File: src/rtl/nfc_pkg.sv
// NFC copy-datapath shared constants for the page reader, page writer and the stream FIFO.
package nfc_pkg;

  localparam int NFC_BYTE_W        = 8;
  localparam int NFC_PAGE_BYTES    = 2048;
  localparam int NFC_FIFO_DEPTH    = 16;
  localparam int NFC_FIFO_AF_LEVEL = 14;
  localparam int NFC_FIFO_AE_LEVEL = 2;

endpackage

File: src/rtl/nfc_sdp_ram.sv
// Simple dual-port storage: one write port and one registered read port (1-cycle latency).
// The array is not reset. The read register is reset, and it holds its value when rd_en is low.
module nfc_sdp_ram
  import nfc_pkg::*;
#(
  parameter int DATA_W = NFC_BYTE_W,
  parameter int DEPTH  = NFC_FIFO_DEPTH,
  localparam int AW    = $clog2(DEPTH)
)(
  input  logic              clk,
  input  logic              rst,
  input  logic              wr_en,
  input  logic [AW-1:0]     wr_addr,
  input  logic [DATA_W-1:0] wr_data,
  input  logic              rd_en,
  input  logic [AW-1:0]     rd_addr,
  output logic [DATA_W-1:0] rd_data
);

  logic [DATA_W-1:0] mem [DEPTH];

  always_ff @(posedge clk) begin
    if (wr_en) mem[wr_addr] <= wr_data;
  end

  // Read-before-write: a read and a write to the same address in one cycle return the old word.
  always_ff @(posedge clk or negedge rst) begin
    if (!rst)       rd_data <= '0;
    else if (rd_en) rd_data <= mem[rd_addr];
  end

endmodule

File: src/rtl/nfc_stream_fifo.sv
// Parametrised stream FIFO between the NAND page reader and the page writer. Read latency is 1 cycle.
// Upstream throttles on almost_full. Rejected puts and gets set the sticky overflow and underflow flags.
module nfc_stream_fifo
  import nfc_pkg::*;
#(
  parameter int DATA_W   = NFC_BYTE_W,
  parameter int DEPTH    = NFC_FIFO_DEPTH,
  parameter int AF_LEVEL = NFC_FIFO_AF_LEVEL,
  parameter int AE_LEVEL = NFC_FIFO_AE_LEVEL,
  localparam int CNT_W   = $clog2(DEPTH) + 1
)(
  input  logic              clk,
  input  logic              rst,
  input  logic              clr,
  input  logic              put,
  input  logic [DATA_W-1:0] put_data,
  input  logic              get,
  output logic [DATA_W-1:0] get_data,
  output logic              get_valid,
  output logic              full,
  output logic              empty,
  output logic              almost_full,
  output logic              almost_empty,
  output logic [CNT_W-1:0]  count,
  output logic              overflow,
  output logic              underflow
);

  localparam int PTR_W = $clog2(DEPTH);

  logic [PTR_W-1:0] wr_ptr, rd_ptr;
  logic             put_ok, get_ok, wr_en, rd_en;
  logic [CNT_W-1:0] cnt_d;

  // A full FIFO still accepts a put when a get drains the head in the same cycle.
  always_comb begin
    get_ok = get & ~empty;
    put_ok = put & (~full | get_ok);
    wr_en  = put_ok & ~clr;
    rd_en  = get_ok & ~clr;
    cnt_d  = clr ? '0 : count + CNT_W'(put_ok) - CNT_W'(get_ok);
  end

  nfc_sdp_ram #(.DATA_W(DATA_W), .DEPTH(DEPTH)) u_ram (
    .clk     (clk),
    .rst     (rst),
    .wr_en   (wr_en),
    .wr_addr (wr_ptr),
    .wr_data (put_data),
    .rd_en   (rd_en),
    .rd_addr (rd_ptr),
    .rd_data (get_data)
  );

  always_ff @(posedge clk or negedge rst) begin
    if (!rst) begin
      wr_ptr       <= '0;
      rd_ptr       <= '0;
      count        <= '0;
      get_valid    <= 1'b0;
      full         <= 1'b0;
      empty        <= 1'b1;
      almost_full  <= (AF_LEVEL == 0);
      almost_empty <= 1'b1;
      overflow     <= 1'b0;
      underflow    <= 1'b0;
    end else begin
      // Status flags come from the next count so they line up with count itself.
      count        <= cnt_d;
      full         <= (cnt_d == CNT_W'(DEPTH));
      empty        <= (cnt_d == '0);
      almost_full  <= (cnt_d >= CNT_W'(AF_LEVEL));
      almost_empty <= (cnt_d <= CNT_W'(AE_LEVEL));
      if (clr) begin
        wr_ptr    <= '0;
        rd_ptr    <= '0;
        get_valid <= 1'b0;
        overflow  <= 1'b0;
        underflow <= 1'b0;
      end else begin
        if (wr_en) wr_ptr <= wr_ptr + 1'b1;
        if (rd_en) rd_ptr <= rd_ptr + 1'b1;
        get_valid <= get_ok;
        overflow  <= overflow  | (put & ~put_ok);
        underflow <= underflow | (get & ~get_ok);
      end
    end
  end

endmodule

File: config.mk
export PLATFORM = sky130hd
export DESIGN_NAME = nfc_stream_fifo
export DESIGN_NICKNAME = d
export VERILOG_FILES = /design/src/rtl/nfc_pkg.sv /design/src/rtl/nfc_sdp_ram.sv /design/src/rtl/nfc_stream_fifo.sv
export SDC_FILE = /design/constraint.sdc
export NUM_CORES = 1
export LEC_CHECK = 0
export CORE_UTILIZATION = 56
export CTS_CLUSTER_DIAMETER = 100
export CTS_CLUSTER_SIZE = 28
export DETAILED_ROUTE_END_ITERATION = 8
export PLACE_DENSITY = 0.75
export SLEW_MARGIN = 20
export SYNTH_ARGS = -nofsm -noshare
export SYNTH_HDL_FRONTEND = slang
export SYNTH_HIERARCHICAL = 1
export SYNTH_SLANG_ARGS = --single-unit
File: constraint.sdc
create_clock -name clk -period 3.8 [get_ports clk]
set_input_delay 0.95 -clock clk [delete_from_list [all_inputs] [get_ports clk]]
set_output_delay 0.95 -clock clk [all_outputs]
set_load 0.02 [all_outputs]
After elaboration in Yosys (flattened, before gate mapping). Memory sizes are Yosys's and may differ from the RTL's. A register that Yosys moved wholly into a read port is not among the register bits. Index checks and enable logic that the tools add are counted.

Register bits: 20. Bits in writable memories: 128. Input bits: 13. Output and inout bits: 20. Word-level logic and storage cells: 46. Memories: 1.

Add/subtract/negate cells: 4. Magnitude comparators: 2. Equal/unequal tests: 1. Mux-type cells: 10. Bitwise logic cells: 14. Reduce and logical (&&, ||, !) cells: 4.

Memory list: u_ram.mem (depth 16, bits a word 8, rd ports 1, clocked after Yosys merged registers in 1, write ports 1, RTL line nfc_sdp_ram.sv:20) `logic [DATA_W-1:0] mem [DEPTH];`.

Operators by type and width (count): two-way mux 4 bit (4); adder 4 x 1 -> 4 bit, second input constant (2); bitwise AND 1 bit (6); adder 5 x 1 -> 5 bit (1); == test 5 bit, second input constant (1); >= comparator 5 x 4 -> 1 bit, second input constant (1); less-or-equal comparator 5 x 2 -> 1 bit, second input constant (1); zero test 5 bit (1); two-way mux 1 bit (5); two-way mux 5 bit (1); NOT 1 bit (5); subtractor 5 x 1 -> 5 bit (1); nonzero test 2 bit (2); OR 1 bit (3); zero test 1 bit (1).

Logic depth before layout (Yosys ltp).
Word-level depth: 8. Mapped depth: 12. Gate-level depth less buffers: 12.

Hierarchy. Netlist, hierarchy kept.

Modules (own cells, without submodules): nfc_sdp_ram (times used 1, cells each 240, area an instance 5331.4 um^2, sequential area each 4043.9 um^2); nfc_stream_fifo (times used 1, cells each 94, area an instance 987.2 um^2, sequential area each 503.0 um^2).

Worst setup path before layout. No wires, ideal clock.

Path kind: in2reg. Start: input port get. End: register almost_full. Setup time: 0.078 ns. Data arrival time: 3.180 ns. Required time: 3.722 ns. Path slack: 0.542 ns. Stages on the path: 11. Buffers on the path: 0. Cells stage by stage: nand2b_2 -> clkinv_1 -> o21ai_4 -> ha_1 -> inv_1 -> ha_1 -> inv_1 -> fa_1 -> xor2_1 -> or4_1 -> a21oi_1.

Longest elaborated chain between the ends: 7.

Ends and longest elaborated chain: start: declaration (RTL line nfc_stream_fifo.sv:17) `input logic get,`; bitwise AND 1 bit * (RTL line nfc_stream_fifo.sv:37) `get_ok = get & ~empty;`; OR 1 bit (RTL line nfc_stream_fifo.sv:38) `put_ok = put & (~full | get_ok);`; bitwise AND 1 bit (RTL line nfc_stream_fifo.sv:38); adder 5 x 1 -> 5 bit (RTL line nfc_stream_fifo.sv:41) `cnt_d = clr ? '0 : count + CNT_W'(put_ok) - CNT_W'(get_ok);`; subtractor 5 x 1 -> 5 bit * (RTL line nfc_stream_fifo.sv:41); two-way mux 5 bit * (RTL line nfc_stream_fifo.sv:41); >= comparator 5 x 4 -> 1 bit * (RTL line nfc_stream_fifo.sv:72) `almost_full <= (cnt_d >= CNT_W'(AF_LEVEL));`; end signal: assignment (RTL line nfc_stream_fifo.sv:63) `almost_full <= (AF_LEVEL == 0);`; end signal: assignment (RTL line nfc_stream_fifo.sv:72); end: declaration (RTL line nfc_stream_fifo.sv:22) `output logic almost_full,`.

Mark *: on every way between the ends. The rest lies on a longest branch, timed or not. A chain may end at the register's enable or synchronous reset.

Final worst setup path. Ends and elaborated chain as after synthesis.

==> metrics.txt <==
Final Hold Viols=0; TritonCTS buffer count=17; Nets=approximately 410; worst setup margin=about 0.55 ns; share of cells above drive strength 1=0.236; PortBufs=32; sequential fraction of the synthesis area=0.720; antenna violations before repair=0; final std cells w/o fill=approximately 550; critical path arrival=3.60 ns; clk_lat worst skew=between 0.4 and 0.5 ns; routed vias=~3200; unrepaired setup endpoints after global routing=no; postcts setup bufs=0; syn_area_per_cell=18.9 um^2; largest area contributor in the netlist=edfxtp_1; DP HPWL=between 7 and 8 mm; die area=approximately 12000 um^2; FMAX=~0.31 GHz; Max Root-Sink Buffers=2; vias in the first global route=approximately 3400; most common cell after layout, fill and taps aside=edfxtp_1; Slowest-stage cell, CP=or4_1; syn nets=355; number of DRC markers in iteration 0=149; Final Cell Area=about 7500 um^2; max cap viols=0; Worst Hold Class=reg2reg; most frequent cells in the layout=edfxtp_1 (128), nor2_1 (37), clkdlybuf4s50_1 (32); DRC viols=0; crit-path cells=clkdlybuf4s50_1 > nand2b_2 > clkinv_1 > o21ai_4 > ha_1 > inv_1 > ha_1 > inv_1 > fa_1 > xor2_1 > or4_1 > a21oi_1; final RePlAce weighted congestion=approximately 0.79; critical path endpoint category=flip-flop; CP max FO=4; drt pass-1 iters=4; pin count of the biggest net entering global routing=29; I/O pins=33; max incr delay on CP=0.51 ns; Synth area leaders=edfxtp_1 (61%), dfrtp_1 (10%), mux4_2 (9.3%); CTS H-tree depth=4; Placement Cell Area=approximately 6900 um^2; endpoints failing setup=0; Antenna Nets Post-Route=0; post-synth top area share=0.608; Place WS=between 0.1 and 0.15 ns; P&R area growth vs syn=18.2%; cts hold-fix bufs=0; Die Span X=about 110 um; post-DR wirelength/cell=21.5 um; Routed Wire Length=11.8 mm; CTS tree=yes; Pleak=2.56 nW; Congestion Overflow GR=0; core area=~11000 um^2; Pwr Total=between 4 and 5 mW; PD cells=approximately 630 nW/um^2; routed vias/inst=slightly below 6; Cell variety after synth=42; Sink Count=~160; starting density of the core=0.578; global-route wire length before repair=18.5 mm; Worst-Margin Slew=0.937 ns; clock-pin slew on the worst setup and hold paths=~0.06 ns; Synth Register Bits=156; antenna cell count=0; Cells after Synth=about 330; status=complete, no violations; Final min period=between 3 and 4 ns; Worst Setup Start Kind=input pin; DP Cell Count=514; row cnt=38; clk root buf=clkbuf_16; final worst-path cycle share=0.856; Die Height=approximately 110 um; Mapped Area=6320 um^2; clock skew=between 0.006 and 0.007 ns; Pins Over Slew Limit=0; GRT Overall Usage=0.228; worst endpoint required time=approximately 4.1 ns; Slew HR=0.375; # resized after CTS=0; Synth Warn #=6; setup TNS=0 ns; crit path kind=in2reg; Max rail drop VDD=approximately 0.54 mV
[power breakdown]
part,internal (mW),switching (mW),leakage [nW]
logic,0.437,0.503,0.782
registers,1.97,0.0855,1.50
clock network,1.03,0.659,0.275
total,3.44,1.25,2.56
[cell usage after synthesis (all sizes together)]
| library cell | number |
|---|---|
| edfxtp | 128 |
| nor2 | 37 |
| mux4 | 32 |
| dfrtp | 26 |
| buf | 14 |
| mux2i | 9 |
| a221oi | 8 |
| inv | 8 |
| o22ai | 8 |
| ha | 7 |
| a21oi | 6 |
| nand2b | 6 |
| xor2 | 6 |
| nand2 | 5 |
| nor3 | 4 |
| xnor2 | 3 |
| a41o | 2 |
| and3 | 2 |
| clkbuf | 2 |
| dfstp | 2 |
| nand3 | 2 |
| nand3b | 2 |
| nor2b | 2 |
| o211ai | 2 |
| or2 | 2 |
| a31oi | 1 |
| and2 | 1 |
| clkinv | 1 |
| fa | 1 |
| nand4 | 1 |
| nor4b | 1 |
| o21ai | 1 |
| or3b | 1 |
| or4 | 1 |
[logic make-up (layout without fill, tap and decap cells)]
logic type	after synthesis	count (layout)	share of synthesized area
buffers and inverters	25	97	0.0269
xor gates and xnor gates	9	9	0.0125
adders and majority gates	8	8	0.0170
DFF	156	156	0.720
muxes	41	41	0.132
and+or+nand+nor	67	67	0.0503
AOI/OAI and AO/OA	28	28	0.0418
[critical path: cells and delay by family]
kind	cells	cell delay [ns]
adder cells (fa/ha/maj)	3	0.83
buffers and inverters	4	0.69
AND/OR/NAND/NOR	2	0.60
AO/OA/AOI/OAI	2	0.34
XOR/XNOR	1	0.19
[layout make-up]
class	instances	area, um^2
inverters	9	33.8
fillers	724	3460
repair buffers	56	513
well taps	140	175
clock buffers	18	429
multi-input cells	153	1600
flip-flops and latches	156	4550
clock inverters	14	171
[per-layer routing]
layer  GRT usage  wire, um  share of wire
met5           0         0              0
met4      0.0871       177          0.015
met3      0.0561       603          0.051
met2       0.366      5990           0.51
met1       0.304      4990           0.42
[stage by stage]
| step | utilization | hold slack (ns) |
|---|---|---|
| 6_report | 0.683 | 0.509 |
| 5_1_grt | 0.683 | 0.547 |
| 4_1_cts | 0.683 | 0.513 |
| 3_5_place_dp | 0.628 | 0.495 |
| 3_3_place_gp | 0.628 | 0.485 |
| 2_1_floorplan | - | 0.506 |
[flip-flops by register name, indices dropped and copies added (netlist names), 4 cells and up]
signal and cells:
u_ram/mem 128, u_ram/rd_data 8, count 5, rd_ptr 4, wr_ptr 4
[worst paths after layout]
check / from / end / slack [ns] / cells past startpoint
max in group asynchronous: rst / empty$_DFF_PN1_ / 2.57 / 2
setup reg to reg: empty$_DFF_PN1_ / almost_full$_DFF_PN0_ / 0.96 / 11
setup / recovery: get / almost_full$_DFF_PN0_ / 0.55 / 12
hold reg to reg: underflow$_DFF_PN0_ / underflow$_DFF_PN0_ / 0.51 / 2
min in group asynchronous: rst / overflow$_DFF_PN0_ / 0.92 / 2
hold / removal: underflow$_DFF_PN0_ / underflow$_DFF_PN0_ / 0.51 / 2
Note: power is estimated with default switching activity, not from simulation.
